**src/rtl/demux_pkg.sv**
```systemverilog
// Shared constants for the registered 1-to-2 write-back demultiplexer.
package demux_pkg;

  // Select encoding for in_sel.
  localparam logic SEL_PORT0 = 1'b0;
  localparam logic SEL_PORT1 = 1'b1;

  // Width of the optional per-port completed-transfer counters.
  localparam int STAT_W = 16;

endpackage

```
**src/rtl/demux_fifo.sv**
```systemverilog
// Synchronous FIFO used as the per-destination queue of demux_1x8_reg.
// DEPTH must be a power of two so the pointers wrap naturally.
// Storage is cleared on reset so an idle port presents zero data.
module demux_fifo #(
  parameter int WIDTH = 8,
  parameter int DEPTH = 2
) (
  input  logic                       clk,
  input  logic                       rst_n,
  input  logic                       push,
  input  logic [WIDTH-1:0]           push_data,
  input  logic                       pop,
  output logic [WIDTH-1:0]           head,
  output logic [$clog2(DEPTH):0]     count
);

  localparam int PTR_W = $clog2(DEPTH);
  localparam int CNT_W = PTR_W + 1;
  localparam logic [CNT_W-1:0] DEPTH_CNT = CNT_W'(DEPTH);

  logic [WIDTH-1:0] mem [DEPTH];
  logic [PTR_W-1:0] wr_ptr;
  logic [PTR_W-1:0] rd_ptr;
  logic             full;
  logic             empty;
  logic             do_push;
  logic             do_pop;

  assign full    = (count == DEPTH_CNT);
  assign empty   = (count == '0);
  // A push into a full queue or a pop from an empty one is ignored.
  assign do_push = push & ~full;
  assign do_pop  = pop & ~empty;
  assign head    = mem[rd_ptr];

  // Payload storage: write the pushed beat at the write pointer.
  always_ff @(posedge clk or negedge rst_n) begin
    if (!rst_n) begin
      for (int i = 0; i < DEPTH; i++) begin
        mem[i] <= '0;
      end
    end else if (do_push) begin
      mem[wr_ptr] <= push_data;
    end
  end

  // Read/write pointers advance independently and wrap at DEPTH.
  always_ff @(posedge clk or negedge rst_n) begin
    if (!rst_n) begin
      wr_ptr <= '0;
      rd_ptr <= '0;
    end else begin
      if (do_push) begin
        wr_ptr <= wr_ptr + PTR_W'(1);
      end
      if (do_pop) begin
        rd_ptr <= rd_ptr + PTR_W'(1);
      end
    end
  end

  // Occupancy: simultaneous push and pop leave the count unchanged.
  always_ff @(posedge clk or negedge rst_n) begin
    if (!rst_n) begin
      count <= '0;
    end else begin
      case ({do_push, do_pop})
        2'b10:   count <= count + CNT_W'(1);
        2'b01:   count <= count - CNT_W'(1);
        default: count <= count;
      endcase
    end
  end

endmodule

```
**src/rtl/demux_1x8_reg.sv**
```systemverilog
// Registered 1-to-2 demultiplexer between the write-back source and the
// two register-file banks. Each destination owns a DEPTH-entry queue so a
// stalled bank never blocks beats headed for the other one.
// Optional feature: define DEMUX_STATS_EN to add per-port 16-bit
// completed-transfer counters (out0_cnt / out1_cnt).
module demux_1x8_reg
  import demux_pkg::*;
#(
  parameter int WIDTH = 8,
  parameter int DEPTH = 2
) (
  input  logic              clk,
  input  logic              rst_n,
  input  logic              in_valid,
  output logic              in_ready,
  input  logic              in_sel,
  input  logic [WIDTH-1:0]  in_data,
  output logic              out0_valid,
  input  logic              out0_ready,
  output logic [WIDTH-1:0]  out0_data,
  output logic              out1_valid,
  input  logic              out1_ready,
  output logic [WIDTH-1:0]  out1_data
`ifdef DEMUX_STATS_EN
  ,
  output logic [STAT_W-1:0] out0_cnt,
  output logic [STAT_W-1:0] out1_cnt
`endif
);

  localparam int CNT_W = $clog2(DEPTH) + 1;
  localparam logic [CNT_W-1:0] DEPTH_CNT = CNT_W'(DEPTH);

  logic [CNT_W-1:0] count0;
  logic [CNT_W-1:0] count1;
  logic [WIDTH-1:0] head0;
  logic [WIDTH-1:0] head1;
  logic             room0;
  logic             room1;
  logic             push0;
  logic             push1;
  logic             pop0;
  logic             pop1;

  // Readiness depends only on the selected queue's occupancy, never on
  // in_valid and never on the same-cycle pop of that port: a full port
  // refuses the beat even while its consumer is draining.
  assign room0    = (count0 < DEPTH_CNT);
  assign room1    = (count1 < DEPTH_CNT);
  assign in_ready = (in_sel == SEL_PORT1) ? room1 : room0;

  assign push0 = in_valid & in_ready & (in_sel == SEL_PORT0);
  assign push1 = in_valid & in_ready & (in_sel == SEL_PORT1);

  assign out0_valid = (count0 != '0);
  assign out1_valid = (count1 != '0);
  assign out0_data  = head0;
  assign out1_data  = head1;

  assign pop0 = out0_valid & out0_ready;
  assign pop1 = out1_valid & out1_ready;

  demux_fifo #(
    .WIDTH (WIDTH),
    .DEPTH (DEPTH)
  ) u_fifo0 (
    .clk       (clk),
    .rst_n     (rst_n),
    .push      (push0),
    .push_data (in_data),
    .pop       (pop0),
    .head      (head0),
    .count     (count0)
  );

  demux_fifo #(
    .WIDTH (WIDTH),
    .DEPTH (DEPTH)
  ) u_fifo1 (
    .clk       (clk),
    .rst_n     (rst_n),
    .push      (push1),
    .push_data (in_data),
    .pop       (pop1),
    .head      (head1),
    .count     (count1)
  );

`ifdef DEMUX_STATS_EN
  // Count completed pop handshakes per port; wrap from 0xFFFF to 0 is intended.
  always_ff @(posedge clk or negedge rst_n) begin
    if (!rst_n) begin
      out0_cnt <= '0;
      out1_cnt <= '0;
    end else begin
      if (pop0) begin
        out0_cnt <= out0_cnt + STAT_W'(1);
      end
      if (pop1) begin
        out1_cnt <= out1_cnt + STAT_W'(1);
      end
    end
  end
`else
  // Statistics disabled: no counters and no count ports are built.
`endif

endmodule

```
**config.mk**
```make
export PLATFORM = sky130hd
export DESIGN_NAME = demux_1x8_reg
export DESIGN_NICKNAME = d
export VERILOG_FILES = /design/src/rtl/demux_pkg.sv /design/src/rtl/demux_fifo.sv /design/src/rtl/demux_1x8_reg.sv
export SDC_FILE = /design/constraint.sdc
export NUM_CORES = 1
export LEC_CHECK = 0
export CAP_MARGIN = 20
export CORE_ASPECT_RATIO = 0.75
export CORE_MARGIN = 8
export CORE_UTILIZATION = 40
export DETAILED_ROUTE_END_ITERATION = 10
export PLACE_DENSITY = 0.67
export SKIP_LAST_GASP = 1
export SLEW_MARGIN = 20
export SYNTH_ARGS = -nofsm -noshare
export SYNTH_HDL_FRONTEND = slang
export SYNTH_SLANG_ARGS = --single-unit
```
**constraint.sdc**
```tcl
create_clock -name clk -period 1.7 [get_ports clk]
set_input_delay 0.17 -clock clk [delete_from_list [all_inputs] [get_ports clk]]
set_output_delay 0.17 -clock clk [all_outputs]
set_load 0.01 [all_outputs]
```
==> impl_metrics.csv <==
group,metric,value,unit
run_status,status,"complete, no violations",
floorplanning,io_pins,33,
critical_path,critical_path_class,"reg2out",
clock_tree,clock_latency,300,ps
detailed_routing,vias,1106,
power_and_ir_drop,seqPwrFrac,37.4,%
synth,syn_nets,133,
clock_tree,cts_tree,"yes",
synth,ys_warn_count,0,
global_route,global_route.usage.total,12.2,%
critical_path,slowest_stage,"clkdlybuf4s50_1",
critical_path,r2r-end,"u_fifo0.mem[10]",
critical_path,r2r_start,"u_fifo0.count[1]",
timing,final-hold-violation-count,0,
placement,dp_hpwl,2630,µm
timing,setup_violations,0,
detailed_routing,routed_wl,3800,µm
floorplanning,initial_core_util,40.8,%
synth,yosysSeqAreaShare,55.9,%
critical_path,cp_max_fo,3,
global_route,antenna_found_initial,0,
critical_path,cp-end-kind,"primary output",
critical_path,ff2ff_path_depth,4,
power_and_ir_drop,combPwrFrac,45.9,%
placement,numPortBuffers,32,
detailed_routing,drc,0,
global_route,use_met3,4.74,%
critical_path,setup.worst_path.start_class,"flop",
power_and_ir_drop,pwr-share-clk,16.7,%
global_route,grt_max_degree,41,
power_and_ir_drop,swShare,32.0,%
global_route,grt_overflow,0,
flow_run,cap_viol_max_count,0,
clock_tree,cts_root_buffer,"clkbuf_8",
detailed_routing,dr.pass1.iters,2,
timing,max_freq,608,MHz
synth,ys_ff_latch,40,
clock_tree,clkTransAtPathRegs,80,ps
clock_tree,clk_path_buf_depth,2,
clock_tree,cts_buffers,5,
power_and_ir_drop,power,4.64,mW
detailed_routing,ant_nets,0,
power_and_ir_drop,power.density,1920,nW/µm²
timing,final.setup_skew,8.39,ps
worst_hold_path,hold_path.class,"in2async",
critical_path,worstPathRequired,1530,ps
power_and_ir_drop,ir_worst_vdd,0.869,mV
floorplanning,die_area,6900,µm²
timing,whs,471,ps
floorplanning,die_h,73.9,µm
finish,area_delta_synth_final,34.5,%
floorplanning,rows,21,
timing,drv_slew,0,
timing,fin_crit_sh,96.8,%
detailed_routing,wl_per_cell,16.8,µm
global_route,grt_use_met2,19.1,%
critical_path,rrSetupSlack,80,ps
finish,n_antenna_cell,0,
critical_path,cp_cell_sequence,"or2_2 > clkdlybuf4s50_1",
global_route,grt-busiest-layer,"met2",
floorplanning,die_w,93.3,µm
power_and_ir_drop,power_leakage,1.09,nW
critical_path,cpPeakStageDelay,490,ps
clock_tree,clock-sinks,40,
detailed_routing,drt_iter0_drc,27,
placement,gp_congestion,0.684,
global_route,grt_use_met1,15.0,%
critical_path,crit_path_end,"out1_valid",
global_route,grt_pass1_vias,1265,
synth,synthDistinctLibCells,18,
clock_tree,htreeDepth,2,
critical_path,cp-startpoint,"u_fifo1.count[0]",
timing,relSlewSlack,65.4,%
power_and_ir_drop,p_switching,1.48,mW
global_route,grt_pass1_wl,6380,µm
finish,nNetsFinal,184,
critical_path,arrival,1470,ps
synth,syn_area,1790,µm²
timing,worst_pin_slew,519,ps
synth,syn_inst,117,
synth,avgSynthCellArea,15.3,µm²
timing,min_period,1640,ps
timing,rsz0062_at_grt,"no",
finish,drive_above_1_share,46.2,%
floorplanning,core,4390,µm²
detailed_routing,routed_via_density,4.89,
power_and_ir_drop,intPower,3.15,mW
[state kept, by name (all words and copies together) (netlist names)]
name,count
u_fifo1.wr_ptr,1
u_fifo1.mem,16
u_fifo0.wr_ptr,1
u_fifo0.count,2
u_fifo0.mem,16
u_fifo1.rd_ptr,1
u_fifo1.count,2
u_fifo0.rd_ptr,1
[final cells by class]
class / instances / area [µm²]
clock inverter: 3 / 42.5
inverter: 1 / 3.75
tap: 57 / 71.3
timing repair buffer: 47 / 433
sequential: 40 / 1000
multi-input combinational: 73 / 786
clock buffer: 5 / 68.8
fill: 373 / 1980
[logic make-up after synthesis]
logic type,share of synthesized area [%]
and+or+nand+nor,5.80
xor gates and xnor gates,4.89
DFF,55.9
adders and majority gates,1.40
buffers and inverters,1.26
muxes,30.7
[power groups by stage]
stage	Combinational (mW)	Clock, mW	Sequential [mW]
3_5_place_dp	2.13	0	1.83
2_1_floorplan	1.30	0	1.65
3_3_place_gp	2.09	0	1.79
4_1_cts	2.13	0.789	1.73
5_1_grt	2.32	0.828	1.80
6_report	2.13	0.775	1.73
[repair_timing]
| item | in CTS | in global routing |
|---|---|---|
| hold buffers | 1 | 0 |
| buffers inserted | 5 | 1 |
| pin swaps | 0 | 2 |
| hold endpoints to repair | 40 | 0 |
| endpoints found under the setup margin | 16 | 16 |
| gates resized for setup | 18 | 7 |
[worst max-delay path, delay by kind of cell, from the launching register on]
kind | cells | cell delay, ps
buf+inv | 1 | 490
flops | 1 | 410
simple gates | 1 | 290
[metrics by stage]
| step | cell area (µm²) | utilization (%) | setup slack, ps | cells | setup TNS (ps) |
|---|---|---|---|---|---|
| 2_1_floorplan | 1790 | - | 140 | 117 | 0 |
| 5_1_grt | 2410 | 54.9 | 4.21 | 226 | 0 |
| 6_report | 2410 | 54.9 | 55.2 | 226 | 0 |
| 4_1_cts | 2370 | 54.0 | -101 | 225 | -101 |
| 3_3_place_gp | 2230 | 50.8 | -139 | 211 | -2010 |
| 3_5_place_dp | 2230 | 50.8 | -161 | 211 | -2660 |
[worst min path at each step]
| stage | slack (ps) | from | end |
|---|---|---|---|
| final | 470 | rst_n | u_fifo0.rd_ptr |
| after CTS | 470 | rst_n | u_fifo0.mem[9] |
| after detailed placement | 260 | rst_n | u_fifo0.rd_ptr |
| after floorplan | -130 | rst_n | u_fifo0.count[0] |
| after global placement | 250 | rst_n | u_fifo0.count[0] |
| after global routing | 510 | u_fifo0.mem[12] | u_fifo0.mem[12] |
[routing by layer]
layer  part of all wire [%]  vias to the layer above
met5                      0                        -
met4                    1.1                        0
met3                    6.0                        7
met2                     47                       25
met1                     46                      563
li1                       -                      511
[placed cells by master (no fill, tap or decap), types with 3 or more instances in the layout]
cell type / n
dlygate4sd2_1: 15
dfrtp_1: 38
mux2_2: 45
clkdlybuf4s50_1: 13
clkbuf_8: 5
dlymetal6s2s_1: 3
buf_4: 11
xnor2_1: 6
xor2_1: 4
[Yosys cell counts]
master    count  area (µm²)
xnor2_1       6        52.6
ha_1          2        25.0
nor2_8        2        40.0
buf_6         1        11.3
inv_1         1        3.75
mux2i_1       1        10.0
or2_2         2        12.5
nand4b_1      1        8.76
nor2_2        1        6.26
nand3b_1      1        7.51
dfrtp_1      40        1000
mux2_2       46         518
or3b_1        1        8.76
and2_1        2        12.5
mux2_1        2        22.5
xor2_1        4        35.0
clkbuf_1      2        7.51
nor2_1        2        7.51
Power figures use the tool's default switching activity.
